## src/rtl/mips_muldiv_unit_if.sv

```systemverilog
`default_nettype none
// +----------------------------------------------------------------------------+
// | mips_muldiv_unit_if : operation request / Hi-Lo result bus of the muldiv   |
// | Rev 1.0                                                                     |
// +----------------------------------------------------------------------------+
interface mips_muldiv_unit_if #(
  parameter int WIDTH = 32
);
  logic             start;
  logic [3:0]       ALUctl;
  logic [WIDTH-1:0] A;
  logic [WIDTH-1:0] B;
  logic [WIDTH-1:0] Hi;
  logic [WIDTH-1:0] Lo;
  logic             Busy;
  logic             Done;
  logic             DivZero;

  modport master (
    output start, ALUctl, A, B,
    input  Hi, Lo, Busy, Done, DivZero
  );

  modport slave (
    input  start, ALUctl, A, B,
    output Hi, Lo, Busy, Done, DivZero
  );
endinterface
`default_nettype wire

```

## src/rtl/mips_muldiv_unit.sv

```systemverilog
`default_nettype none
// +----------------------------------------------------------------------------+
// | mips_muldiv_unit : radix-2 iterative MULT/MULTU/DIV/DIVU into Hi/Lo        |
// | Rev 1.0                                                                     |
// +----------------------------------------------------------------------------+
module mips_muldiv_unit #(
  parameter int WIDTH = 32
) (
  input  wire logic        clock,
  input  wire logic        reset,
  mips_muldiv_unit_if.slave bus
);
  localparam int            CW   = $clog2(WIDTH) + 1;
  localparam logic [CW-1:0] LAST = CW'(WIDTH - 1);

  typedef enum logic [1:0] {
    S_IDLE = 2'd0,
    S_RUN  = 2'd1,
    S_DONE = 2'd2
  } state_t;

  state_t            state_q, state_d;
  logic [CW-1:0]     cnt_q, cnt_d;
  logic [WIDTH-1:0]  acc_hi_q, acc_hi_d, acc_lo_q, acc_lo_d, b_mag_q, b_mag_d;
  logic              is_div_q, is_div_d, neg_q, neg_d, neg_rem_q, neg_rem_d;
  logic [WIDTH-1:0]  hi_q, hi_d, lo_q, lo_d;
  logic              busy_q, busy_d, done_q, done_d, div_zero_q, div_zero_d;

  logic              w_legal, w_signed, w_a_neg, w_b_neg;
  logic [WIDTH-1:0]  w_a_mag, w_b_mag;
  logic [WIDTH:0]    w_mul_sum, w_div_shift, w_div_diff;
  logic              w_div_ok;
  logic [WIDTH-1:0]  w_step_hi, w_step_lo, w_quo, w_rem;
  logic [2*WIDTH-1:0] w_prod, w_prod_fix;

  assign w_legal  = bus.start && (bus.ALUctl[3:2] == 2'b10);
  assign w_signed = bus.ALUctl[0];
  assign w_a_neg  = w_signed & bus.A[WIDTH-1];
  assign w_b_neg  = w_signed & bus.B[WIDTH-1];
  assign w_a_mag  = w_a_neg ? -bus.A : bus.A;
  assign w_b_mag  = w_b_neg ? -bus.B : bus.B;

  // Multiply: {acc_hi,acc_lo} holds partial product over the shifting multiplier.
  assign w_mul_sum = {1'b0, acc_hi_q} + (acc_lo_q[0] ? {1'b0, b_mag_q} : '0);

  // Divide: acc_hi is the partial remainder, acc_lo shifts dividend out / quotient in.
  assign w_div_shift = {acc_hi_q, acc_lo_q[WIDTH-1]};
  assign w_div_diff  = w_div_shift - {1'b0, b_mag_q};
  assign w_div_ok    = ~w_div_diff[WIDTH];

  assign w_step_hi = is_div_q ? (w_div_ok ? w_div_diff[WIDTH-1:0] : w_div_shift[WIDTH-1:0])
                              : w_mul_sum[WIDTH:1];
  assign w_step_lo = is_div_q ? {acc_lo_q[WIDTH-2:0], w_div_ok}
                              : {w_mul_sum[0], acc_lo_q[WIDTH-1:1]};

  assign w_prod     = {w_step_hi, w_step_lo};
  assign w_prod_fix = neg_q ? -w_prod : w_prod;
  assign w_quo      = neg_q ? -w_step_lo : w_step_lo;
  assign w_rem      = neg_rem_q ? -w_step_hi : w_step_hi;

  always_comb begin
    state_d    = state_q;
    cnt_d      = cnt_q;
    acc_hi_d   = acc_hi_q;
    acc_lo_d   = acc_lo_q;
    b_mag_d    = b_mag_q;
    is_div_d   = is_div_q;
    neg_d      = neg_q;
    neg_rem_d  = neg_rem_q;
    hi_d       = hi_q;
    lo_d       = lo_q;
    div_zero_d = div_zero_q;
    case (state_q)
      S_IDLE: begin
        if (w_legal) begin
          is_div_d  = bus.ALUctl[1];
          neg_d     = w_a_neg ^ w_b_neg;
          neg_rem_d = w_a_neg;
          acc_hi_d  = '0;
          acc_lo_d  = w_a_mag;
          b_mag_d   = w_b_mag;
          cnt_d     = '0;
          if (bus.ALUctl[1] && (bus.B == '0)) begin
            state_d    = S_DONE;
            hi_d       = bus.A;
            lo_d       = '1;
            div_zero_d = 1'b1;
          end else begin
            state_d = S_RUN;
          end
        end
      end
      S_RUN: begin
        acc_hi_d = w_step_hi;
        acc_lo_d = w_step_lo;
        cnt_d    = cnt_q + 1'b1;
        if (cnt_q == LAST) begin
          state_d    = S_DONE;
          hi_d       = is_div_q ? w_rem : w_prod_fix[2*WIDTH-1:WIDTH];
          lo_d       = is_div_q ? w_quo : w_prod_fix[WIDTH-1:0];
          div_zero_d = 1'b0;
        end
      end
      default: state_d = S_IDLE;
    endcase
    busy_d = (state_d == S_RUN);
    done_d = (state_d == S_DONE);
  end

  always_ff @(posedge clock or posedge reset) begin
    if (reset) begin
      state_q    <= S_IDLE;
      cnt_q      <= '0;
      acc_hi_q   <= '0;
      acc_lo_q   <= '0;
      b_mag_q    <= '0;
      is_div_q   <= 1'b0;
      neg_q      <= 1'b0;
      neg_rem_q  <= 1'b0;
      hi_q       <= '0;
      lo_q       <= '0;
      busy_q     <= 1'b0;
      done_q     <= 1'b0;
      div_zero_q <= 1'b0;
    end else begin
      state_q    <= state_d;
      cnt_q      <= cnt_d;
      acc_hi_q   <= acc_hi_d;
      acc_lo_q   <= acc_lo_d;
      b_mag_q    <= b_mag_d;
      is_div_q   <= is_div_d;
      neg_q      <= neg_d;
      neg_rem_q  <= neg_rem_d;
      hi_q       <= hi_d;
      lo_q       <= lo_d;
      busy_q     <= busy_d;
      done_q     <= done_d;
      div_zero_q <= div_zero_d;
    end
  end

  assign bus.Hi      = hi_q;
  assign bus.Lo      = lo_q;
  assign bus.Busy    = busy_q;
  assign bus.Done    = done_q;
  assign bus.DivZero = div_zero_q;
endmodule
`default_nettype wire

```

## src/flat_wrapper.sv

```systemverilog
// flat-port wrapper written by rule: the top's interface ports become plain ports
module mips_muldiv_unit_flat 
#(
  parameter int WIDTH = 32
)
  (clock, reset, bus_start, bus_ALUctl, bus_A, bus_B, bus_Hi, bus_Lo, bus_Busy, bus_Done, bus_DivZero);
  mips_muldiv_unit_if #(.WIDTH(WIDTH)) bus_i ();
  input  wire logic clock;
  input  wire logic reset;
  input wire logic [$bits(bus_i.start)-1:0] bus_start;
  input wire logic [$bits(bus_i.ALUctl)-1:0] bus_ALUctl;
  input wire logic [$bits(bus_i.A)-1:0] bus_A;
  input wire logic [$bits(bus_i.B)-1:0] bus_B;
  output wire logic [$bits(bus_i.Hi)-1:0] bus_Hi;
  output wire logic [$bits(bus_i.Lo)-1:0] bus_Lo;
  output wire logic [$bits(bus_i.Busy)-1:0] bus_Busy;
  output wire logic [$bits(bus_i.Done)-1:0] bus_Done;
  output wire logic [$bits(bus_i.DivZero)-1:0] bus_DivZero;
  assign bus_i.start = bus_start;
  assign bus_i.ALUctl = bus_ALUctl;
  assign bus_i.A = bus_A;
  assign bus_i.B = bus_B;
  assign bus_Hi = bus_i.Hi;
  assign bus_Lo = bus_i.Lo;
  assign bus_Busy = bus_i.Busy;
  assign bus_Done = bus_i.Done;
  assign bus_DivZero = bus_i.DivZero;
  mips_muldiv_unit #(.WIDTH(WIDTH)) u_core (.clock(clock), .reset(reset), .bus(bus_i));
endmodule
```

## config.mk

```make
export PLATFORM = sky130hd
export DESIGN_NAME = mips_muldiv_unit_flat
export DESIGN_NICKNAME = d
export VERILOG_FILES = /design/src/rtl/mips_muldiv_unit_if.sv /design/src/rtl/mips_muldiv_unit.sv /design/src/flat_wrapper.sv
export SDC_FILE = /design/constraint.sdc
export NUM_CORES = 1
export LEC_CHECK = 0
export ABC_AREA = 0
export CORE_MARGIN = 5
export CORE_UTILIZATION = 60
export CTS_CLUSTER_DIAMETER = 100
export DETAILED_ROUTE_END_ITERATION = 7
export PLACE_DENSITY = 0.83
export SETUP_SLACK_MARGIN = 0.02
export SYNTH_ARGS = -nofsm -noshare
export SYNTH_HDL_FRONTEND = slang
export SYNTH_SLANG_ARGS = --single-unit
```

## constraint.sdc

```tcl
create_clock -name clock -period 12.9 [get_ports clock]
set_input_delay 2.58 -clock clock [delete_from_list [all_inputs] [get_ports clock]]
set_output_delay 2.58 -clock clock [all_outputs]
set_load 0.01 [all_outputs]
```

==> reports/qor.yml <==
slew_violations: 0
cts_resized: 0
wl_per_cell_um: 23.5
viasPerCell: 6.76
cap_violations: 0
num_antenna_cells: 0
postCtsHoldBufs: 0
hold_start: "u_core.bus.DivZero"
wl_met3_um: 7390
syn_area_um2: 15500
p_leak_uw: 0.00727
routed.top_layer: "met4"
synth_adder_area_share: 0.0584
cts_tree: "done"
synth_ff_type: "dfrtp_1"
status: "completed"
max-slew-margin-rel: 0.266
stdcell_count: 2414
holdCritPathClass: "reg2reg"
p_sw_uw: 2750
async_reset_ff_frac: 1.00
grt_pass1_wl_um: 87300
layout-drive-gt1-share: 0.0585
clock_sinks: 174
final_cell_mix: "246 x nand2_1, 192 x o21ai_0, 173 x dfrtp_1"
clk_path_buf_depth: 2
critPathMaxStageDelay_ns: 0.58
worstMarginPinSlew_ns: 1.10
crit_type: "reg2reg"
port_buffers: 137
grt_start_max_net_pins: 80
yosys.area_share.xor_xnor: 0.0928
synth_edf_count: 0
first_pass_iters: 7
initial_core_util: 0.613
layout_min_cycle_time_ns: 6.41
crit_path_end_kind: "register"
skew_ns: 0.0125
path_cells: "inv_1, ha_1, fa_1, and2b_1, o2111ai_2, a21oi_2, o21ba_2, o21ai_4, a21o_1, nand2_1, a21oi_1, ha_1, o211ai_1, or4_1, nor4_2, and2_1, nand2_1, nand2_1, nand2_1, nor4_1, a21oi_1, a21oi_2, xnor2_1, o22ai_1"
htree_levels: 4
synth_simple_gate_area_frac: 0.238
core-area_um2: 25300
worstPathArrival_ns: 6.69
grt_pass1_vias: 15000
power_frac_clock: 0.105
post_synth_num_cell_types: 101
clock_latency_ns: 0.45
antenna_found_initial: 0
min_period_over_period: 0.497
place_inst: 2382
die_w_um: 171
synth_mux_area_frac: 0.0260
synth_top_family_by_area: "compound AO/OA/AOI/OAI gates"
final_nets: 2213
rsz0062_at_grt: "no"
cts_buffers: 17
root_buffer: "clkbuf_16"
power_uw: 5090
clk_pin_slew_ns: 0.08
final_common_cell: "nand2_1"
final.setup.tns_ns: 0
wl_met2_um: 24400
dp_hpwl_um: 43200
areaGrowthSynthToFinish_pct: 13.1
synth_area_leader_cell: "dfrtp_1"
r2r_start: "u_core.acc_lo_q[31]"
wl_met1_um: 23200
finalHoldViolations: 0
yosys-top-cells-area: "dfrtp_1 28%, o21ai_0 6.2%, nand2_1 6.0%"
grtUsageTotal: 0.384
drt_iter0_markers: 2212
critical_path.slowest_cell: "nor4_1"
vias: 16300
synthCells: 2004
ys_warn_count: 0
powerDensity_nw_per_um2: 291
synth_compound_area_frac: 0.251
drc_errors: 0
place_congestion: 1.02
row_count: 58
ios: 138
ys_ff_latch: 174
p_int_uw: 2350
overflow: 0
crit_path_frequent_cell: "nand2_1"
syn-num-nets: 2146
synth_top_area_frac: 0.281
cp-start-kind: "register"
cp_max_fo: 14
die_h_um: 171
max_freq_mhz: 156
cp.required_ns: 13.18
ir_worst_vdd_mv: 0.142
holdWs_ns: 0.483
p_comb_frac: 0.688
finalSetupViolCount: 0
post_cts_buffers: 0
antenna_left: 0
crit_path_start: "u_core.acc_lo_q[31]"
fp.dieArea_um2: 29100
p_seq_frac: 0.207
syn_area_per_cell_um2: 7.72
synth.yosys.seq_area_share: 0.281
finalWirelength_um: 56700
power_switching_share: 0.539
## final cells by class
cell class	count	area, um^2
multi-input combinational	1653	10300
sequential	174	4360
timing repair buffer	162	1560
tap	330	413
clock buffer	17	425
inverter	63	241
clock inverter	15	165
fill	2148	7750
## registers in the layout, summed over array words and instances (netlist names)
register            flops
u_core.neg_rem_q        1
u_core.bus.Done         1
u_core.bus.Hi          32
u_core.acc_hi_q        32
u_core.cnt_q            6
u_core.state_q          2
u_core.bus.Lo          32
u_core.bus.Busy         1
u_core.b_mag_q         32
u_core.is_div_q         1
u_core.bus.DivZero      1
u_core.neg_q            1
u_core.acc_lo_q        32
## critical path: cells and delay by family, from the launching register on
kind            cells  cell delay, ns
xor+xnor            1            0.13
buf+inv             1            0.16
fa+ha+maj           3            0.63
simple gates        9            2.84
flops               1            0.39
compound gates     10            2.10
## power by group through the flow
stage / clock [uW] / combinational [uW] / sequential (uW)
finish: 536 / 3500 / 1060
global placement: 0 / 3340 / 1040
floorplan: 0 / 2290 / 993
CTS: 535 / 3400 / 1040
detailed placement: 0 / 3370 / 1050
global route: 555 / 3740 / 1080
## worst paths after layout
kind,to,slack (ns),cells past startpoint
setup / recovery,u_core.bus.Hi[30],6.49,24
hold reg to reg,u_core.bus.DivZero,0.48,2
min in group asynchronous,u_core.cnt_q[5],2.56,2
max in group asynchronous,u_core.is_div_q,8.20,4
setup reg to reg,u_core.bus.Hi[30],6.49,24
hold / removal,u_core.bus.DivZero,0.48,2
## cell usage after synthesis, types with 8 or more instances
cell,n
a211oi_1,15
nand2b_1,14
nor2b_1,12
inv_1,60
nor2_1,164
xor2_1,63
dfrtp_1,174
o31ai_1,23
a21o_1,24
mux2_2,10
ha_1,69
o21ai_0,192
buf_2,14
nand2_1,246
mux2i_1,29
and2_1,47
nand4_1,17
xnor2_1,101
o22ai_1,20
or3_1,14
o21a_1,15
nand3_1,91
nor4_1,18
a21oi_1,162
buf_6,13
or4_1,8
clkbuf_1,78
o21bai_1,9
a31oi_1,30
o41ai_1,9
and3_1,14
o211ai_1,28
nor3_1,70
## kinds of logic after synthesis
family | after synthesis
AO/OA/AOI/OAI | 618
XOR/XNOR | 164
adder cells (fa/ha/maj) | 71
buffers and inverters | 177
flip-flops | 174
multiplexers | 39
AND/OR/NAND/NOR | 761
## per-layer routing
layer / GRT usage / vias to the layer above
met4: 0.107 / 0
met5: 0 / -
met1: 0.542 / 7803
met3: 0.116 / 135
met2: 0.574 / 1006
li1: - / 7371
## metrics by stage
stage / setup WS, ns / util / cell area (um^2)
final: 6.49 / 0.693 / 17500
after global routing: 6.06 / 0.693 / 17500
after CTS: 6.69 / 0.693 / 17500
after detailed placement: 6.25 / 0.670 / 16900
after global placement: 6.41 / 0.670 / 16900
after floorplan: 5.60 / - / 15500
(Power assumes the default switching activity.)
